**src/rtl/hog_svm_block_mac.sv**
```systemverilog
// -----------------------------------------------------------------------------
// hog_svm_block_mac
//
// Partial SVM dot product for one normalized HOG block (2x2 cells, 36 features).
// A block is latched in IDLE, then 36 weights are fetched from an external
// synchronous weight memory (one read per cycle, address bid*36+idx). Each
// weight returns one cycle after its read strobe and is multiplied with the
// matching (delayed) feature and accumulated. The signed partial score is
// presented with the block id as a one-cycle o_valid pulse.
//
// Ports
//   clk, rst        clock, synchronous active-high reset
//   clear           synchronous abort (frame start), returns to IDLE
//   bid             block id of the incoming block
//   fea_a..fea_d    9 unsigned features per cell, element k at [k*FEA_W +: FEA_W]
//   i_valid         single-cycle block strobe (no backpressure upstream)
//   i_ready         high only in IDLE
//   w_addr, w_rd    weight memory read address / strobe
//   w_data          weight, valid exactly one cycle after w_rd
//   o_bid, o_score  result block id / signed partial score (held until next result)
//   o_valid         one-cycle result pulse
//   err_drop        sticky: a block arrived while busy (cleared by rst/clear)
// -----------------------------------------------------------------------------
module hog_svm_block_mac #(
    parameter int BID_W = 13,
    parameter int FEA_I = 4,
    parameter int FEA_F = 28,
    parameter int W_I   = 4,
    parameter int W_F   = 12,
    parameter int ACC_W = 64
) (
    input  logic                          clk,
    input  logic                          rst,
    input  logic                          clear,
    input  logic [BID_W-1:0]              bid,
    input  logic [9*(FEA_I+FEA_F)-1:0]    fea_a,
    input  logic [9*(FEA_I+FEA_F)-1:0]    fea_b,
    input  logic [9*(FEA_I+FEA_F)-1:0]    fea_c,
    input  logic [9*(FEA_I+FEA_F)-1:0]    fea_d,
    input  logic                          i_valid,
    output logic                          i_ready,
    output logic [BID_W+5:0]              w_addr,
    output logic                          w_rd,
    input  logic [W_I+W_F-1:0]            w_data,
    output logic [BID_W-1:0]              o_bid,
    output logic [ACC_W-1:0]              o_score,
    output logic                          o_valid,
    output logic                          err_drop
);

    localparam int FEA_W  = FEA_I + FEA_F;
    localparam int W_W    = W_I + W_F;
    localparam int PROD_W = FEA_W + W_W + 1;
    localparam int ADDR_W = BID_W + 6;
    localparam int NFEA   = 36;
    localparam logic [5:0] IDX_LAST = 6'(NFEA - 1);

    typedef enum logic [1:0] {IDLE, RUN, DRAIN, DONE} state_e;

    state_e                       state_q, state_d;
    logic [BID_W-1:0]             bid_q;
    logic [NFEA*FEA_W-1:0]        fea_q;       // {d, c, b, a}: idx order a0..a8, b0..b8, ...
    logic [5:0]                   idx_q;
    logic [FEA_W-1:0]             feat_dly_q;  // feature aligned with the returning weight
    logic                         rd_dly_q;    // w_data is valid this cycle
    logic signed [ACC_W-1:0]      acc_q, acc_d;
    logic [ACC_W-1:0]             o_score_q;
    logic [BID_W-1:0]             o_bid_q;
    logic                         o_valid_q;
    logic                         err_q;

    logic                         accept, drop;
    logic [FEA_W-1:0]             fea_sel;
    logic [ADDR_W-1:0]            addr;
    logic signed [PROD_W-1:0]     fea_ext, w_ext, prod;

    // ---------------------------------------------------------------- FSM
    always_ff @(posedge clk) begin
        if (rst) state_q <= IDLE;
        else     state_q <= state_d;
    end

    always_comb begin
        state_d = state_q;
        if (clear) begin
            state_d = IDLE;
        end else begin
            case (state_q)
                IDLE:    if (i_valid) state_d = RUN;
                RUN:     if (idx_q == IDX_LAST) state_d = DRAIN;
                DRAIN:   state_d = DONE;
                DONE:    state_d = IDLE;
                default: state_d = IDLE;
            endcase
        end
    end

    always_comb begin
        i_ready = (state_q == IDLE);
        w_rd    = (state_q == RUN);
        w_addr  = w_rd ? addr : '0;
        accept  = i_valid && !clear && (state_q == IDLE);
        drop    = i_valid && !clear && (state_q != IDLE);
    end

    // ---------------------------------------------------------------- datapath
    assign fea_sel = fea_q[idx_q*FEA_W +: FEA_W];
    assign addr    = ADDR_W'(bid_q) * ADDR_W'(NFEA) + ADDR_W'(idx_q);

    // Feature is unsigned (zero-extend), weight is two's complement (sign-extend).
    // Both are widened to the full product width so the multiply is exact.
    assign fea_ext = $signed({{(PROD_W-FEA_W){1'b0}}, feat_dly_q});
    assign w_ext   = $signed({{(PROD_W-W_W){w_data[W_W-1]}}, w_data});
    assign prod    = fea_ext * w_ext;
    assign acc_d   = acc_q + $signed({{(ACC_W-PROD_W){prod[PROD_W-1]}}, prod});

    always_ff @(posedge clk) begin
        if (rst) begin
            bid_q      <= '0;
            fea_q      <= '0;
            idx_q      <= '0;
            feat_dly_q <= '0;
            rd_dly_q   <= 1'b0;
            acc_q      <= '0;
            o_score_q  <= '0;
            o_bid_q    <= '0;
            o_valid_q  <= 1'b0;
            err_q      <= 1'b0;
        end else begin
            feat_dly_q <= fea_sel;
            rd_dly_q   <= w_rd && !clear;
            // Result is registered on leaving DRAIN so it appears together
            // with o_valid during DONE.
            o_valid_q  <= (state_q == DRAIN) && !clear;
            if (clear) begin
                idx_q <= '0;
                err_q <= 1'b0;
            end else begin
                if (drop) err_q <= 1'b1;
                if (accept) begin
                    bid_q <= bid;
                    fea_q <= {fea_d, fea_c, fea_b, fea_a};
                    idx_q <= '0;
                    acc_q <= '0;
                end else begin
                    if (state_q == RUN) idx_q <= (idx_q == IDX_LAST) ? 6'd0 : idx_q + 6'd1;
                    if (rd_dly_q) acc_q <= acc_d;
                end
                if (state_q == DRAIN) begin
                    o_score_q <= acc_d;
                    o_bid_q   <= bid_q;
                end
            end
        end
    end

    assign o_score  = o_score_q;
    assign o_bid    = o_bid_q;
    assign o_valid  = o_valid_q;
    assign err_drop = err_q;

endmodule

```
**config.mk**
```make
export PLATFORM = sky130hd
export DESIGN_NAME = hog_svm_block_mac
export DESIGN_NICKNAME = d
export VERILOG_FILES = /design/src/rtl/hog_svm_block_mac.sv
export SDC_FILE = /design/constraint.sdc
export NUM_CORES = 2
export LEC_CHECK = 0
export CORE_AREA = 2 2 507 509
export DETAILED_ROUTE_END_ITERATION = 6
export DIE_AREA = 0 0 509 511
export GPL_ROUTABILITY_DRIVEN = 0
export GPL_TIMING_DRIVEN = 0
export PLACE_DENSITY = 0.57
export SLEW_MARGIN = 10
export SYNTH_ARGS = -nofsm -noshare
export SYNTH_HDL_FRONTEND = slang
export SYNTH_SLANG_ARGS = --single-unit
```
**constraint.sdc**
```tcl
create_clock -name clk -period 25.2 [get_ports clk]
set_input_delay 6.3 -clock clk [delete_from_list [all_inputs] [get_ports clk]]
set_output_delay 6.3 -clock clk [all_outputs]
set_load 0.1 [all_outputs]
```
==> key figures <==
Status
  – Status: finished clean

Final layout
  – # fillers: roughly 26000
  – Area Overhead vs Synth: 30.6%
  – Nets: 11940
  – Share of cells above drive strength 1: between 6 and 7%

CTS
  – Clk buf depth: 3
  – # clock sinks: 1349
  – Clock slew at reported path FFs: approximately 0.06 ns
  – CTS tree: done
  – Hold-fix buffers, CTS: 0
  – Clock Latency Late Sink: just under 0.9 ns
  – Postcts setup bufs: 0
  – Number of clock buffers inserted by TritonCTS: 151
  – H-tree Lvls: 4
  – Resized cells post-CTS: 0
  – Clk root buf: clkbuf_16

Power and ir drop
  – Leak Pwr: around 37 nW
  – Combinational power share: 19.9%
  – Sequential power share: about two fifths
  – Switch Pwr: 0.00182 W
  – Switching share of power: a little under a third
  – Pwr dens: ~60 nW/um2
  – Clk network pwr share: roughly 41%
  – Maximum vdd drop: around 0.000073 V
  – Total chip power: approximately 0.0059 W
  – Total internal power: just over 0.004 W

Timing
  – Fmax: about 0.072 GHz
  – Post-Route Skew: 0.0844 ns
  – Tcrit/Tclk final: between 50% and 60%
  – Total Neg Setup Slack: 0 ns
  – Worst rel slew slack: ~17%
  – Worst hold slack: roughly 0.45 ns
  – Count of pins over their slew limit: 0
  – Final Critical Period: around 14 ns
  – Final hold vios: 0
  – Worst-Margin Slew: about 1.2 ns
  – RSZ-0062 raised after global routing: no
  – Final setup vio count: 0

Floorplanning
  – Rows: ~190
  – Die Height: 511 um
  – Die area: 260000 um2
  – # IOs: 1285
  – Initial Util: ~29%
  – Die W: 509 um
  – Core footprint: about 260000 um2

Worst setup path
  – Required @ worst endpoint: between 20 and 30 ns
  – Buffers plus inverters on the worst setup path: 8
  – Cell family with most CP delay: adder cells
  – CP max FO: 10
  – Critical Path Sink Type: flop
  – Most frequent CP cell: fa_1
  – Slowest cell delay on critical path: 0.86 ns
  – Slowest CP cell: clkdlybuf4s50_1
  – Setup crit start kind: primary input
  – Crit path kind: primary input to flop
  – Crit path arrival time: 14.60 ns
  – R2R Path Start: feat_dly_q[21]
  – Crit path from: w_data[7]

Route
  – DR DRC count: 0
  – Drt via density: 5.22
  – Routed vias: slightly above 70000
  – Initial drt markers: 7729
  – TritonRoute pass-1 iters: 6
  – ANT nets after route: 0
  – DR WL/cell: a little under 30 um
  – Final WL: 400000 um

Logic synthesis
  – Mapped Nets: approximately 11000
  – Top area cells in the synthesized netlist: dfxtp_1 36%, nand2_1 14%, fa_1 13%
  – Primary FF master, synth: dfxtp_1
  – Unique masters post-synth: 71
  – Synth Instances: roughly 8600
  – Synth top area share: ~36%
  – Leading area contributor after synthesis: dfxtp_1
  – Post-Synthesis Cell Area: around 75000 um2
  – EDFF count, synth: 0
  – Syn avg cell area: around 8.6 um2
  – Post-synth ARST share: 0%
  – Synthesized flop and latch total: between 1000 and 1500
  – Synth warn: 0
  – Seq/Total Area, Yosys: a little over a third

GRT
  – Vias in the first global route: roughly 71000
  – Grt ovf: 0
  – Global-route wire length before repair: roughly 540000 um
  – Total GRT Usage: roughly 30%
  – Initial antenna violation count: 150
  – Largest net degree at the start of global routing: 24

Placed design
  – Port-buffer cells: about 1300
  – Dpl hpwl: about 340000 um

Flow run
  – # Max-Cap Violations: 0

Worst hold path
  – Hold Startpoint: fea_q[355]
  – Min-delay worst type: flop to flop
==> cells in the final DEF (no fill, tap or decap), drive strengths merged, types with 87 or more instances in the layout <==
cell type,synthesis,layout
nand2,2813,2813
dfxtp,1349,1349
a21oi,1347,1347
clkdlybuf4s50,0,1280
clkbuf,582,788
inv,558,564
fa,469,469
mux4,352,352
and2,223,223
ha,222,222
nor2,187,187
diode,0,87
==> metal layers <==
metal | vias up | track usage [%] | wire (um)
met5 | - | 0 | 305
met2 | 4005 | 48.2 | 185000
met1 | 35140 | 33.5 | 141000
met3 | 988 | 8.17 | 39800
met4 | 48 | 21.8 | 33100
li1 | 31166 | - | -
==> worst min-delay path: cells and delay by family, from the launching register on <==
kind	cells	cell delay (ns)
compound gates	1	0.05
simple gates	1	0.05
flops	1	0.31
==> synth_stat cells, types with 11 or more instances <==
cell type and n:
nand2b_1 18, nand3_1 18, inv_1 558, xnor2_1 52, nor3_1 19, nand4_1 19, a22oi_1 35, o211ai_1 11
fa_1 469, a22o_1 20, and3_1 15, a21o_1 43, nor2_1 187, mux2i_1 34, xor2_1 29, o21ai_0 48
buf_1 17, clkbuf_1 582, ha_1 222, nand2_1 2813, mux4_2 352, o21bai_1 11, and2_1 223, buf_2 31
dfxtp_1 1349, a21oi_1 1342
==> final cells by class <==
cell class                      count  area (um2)  area share (%)
Antenna cell                       87         218           0.224
Buffer                            632        2440            2.51
Clock buffer                      206        4330            4.44
Clock inverter                     69        1120            1.16
Inverter                          559        2100            2.15
Multi-Input combinational cell   6086       43100            44.2
Sequential cell                  1349       27000            27.7
Tap cell                         3384        4230            4.35
Timing Repair Buffer             1285       12900            13.2
==> power groups by stage <==
| stage | registers (W) | clock network, W | logic (W) |
|---|---|---|---|
| 3_3_place_gp | 0.00234 | 0 | 0.00114 |
| 6_report | 0.00230 | 0.00242 | 0.00118 |
| 4_1_cts | 0.00230 | 0.00243 | 0.00116 |
| 2_1_floorplan | 0.00232 | 0 | 0.000599 |
| 5_1_grt | 0.00231 | 0.00251 | 0.00126 |
| 3_5_place_dp | 0.00235 | 0 | 0.00115 |
==> stage by stage <==
step / utilization, % / std cells / setup slack [ns] / cell area [um2]
floorplan: - / 8626 / 12.97 / 74600
global placement: 35.9 / 13293 / 9.74 / 91700
detailed placement: 35.9 / 13295 / 10.60 / 91700
CTS: 38.1 / 13570 / 11.41 / 97200
global route: 38.1 / 13632 / 11.09 / 97300
finish: 38.1 / 13657 / 11.27 / 97400
==> registers in the layout (all words and copies together), names as in the netlist <==
signal	flops
o_valid	1
idx_q	6
state_q	2
o_bid	13
fea_q	1152
bid_q	13
acc_q	64
rd_dly_q	1
err_drop	1
feat_dly_q	32
o_score	64
==> path summary, 6_finish.rpt <==
| check | slack (ns) | to | cells past startpoint |
|---|---|---|---|
| worst min-delay path | 0.45 | fea_q[355] | 2 |
| worst max-delay path | 11.27 | acc_q[61] | 25 |
| worst min register to register | 0.45 | fea_q[355] | 2 |
| worst max register to register | 16.99 | acc_q[61] | 22 |
==> logic make-up after synthesis <==
logic type      count (synthesis)  share of synthesized area [%]
fa+ha+maj                     691                           16.3
flops                        1349                           36.2
buf+inv                      1191                           6.06
xor+xnor                       81                          0.951
mux                           387                           11.1
simple gates                 3343                           17.9
compound gates               1584                           11.4
Note: power is estimated with default switching activity, not from simulation.
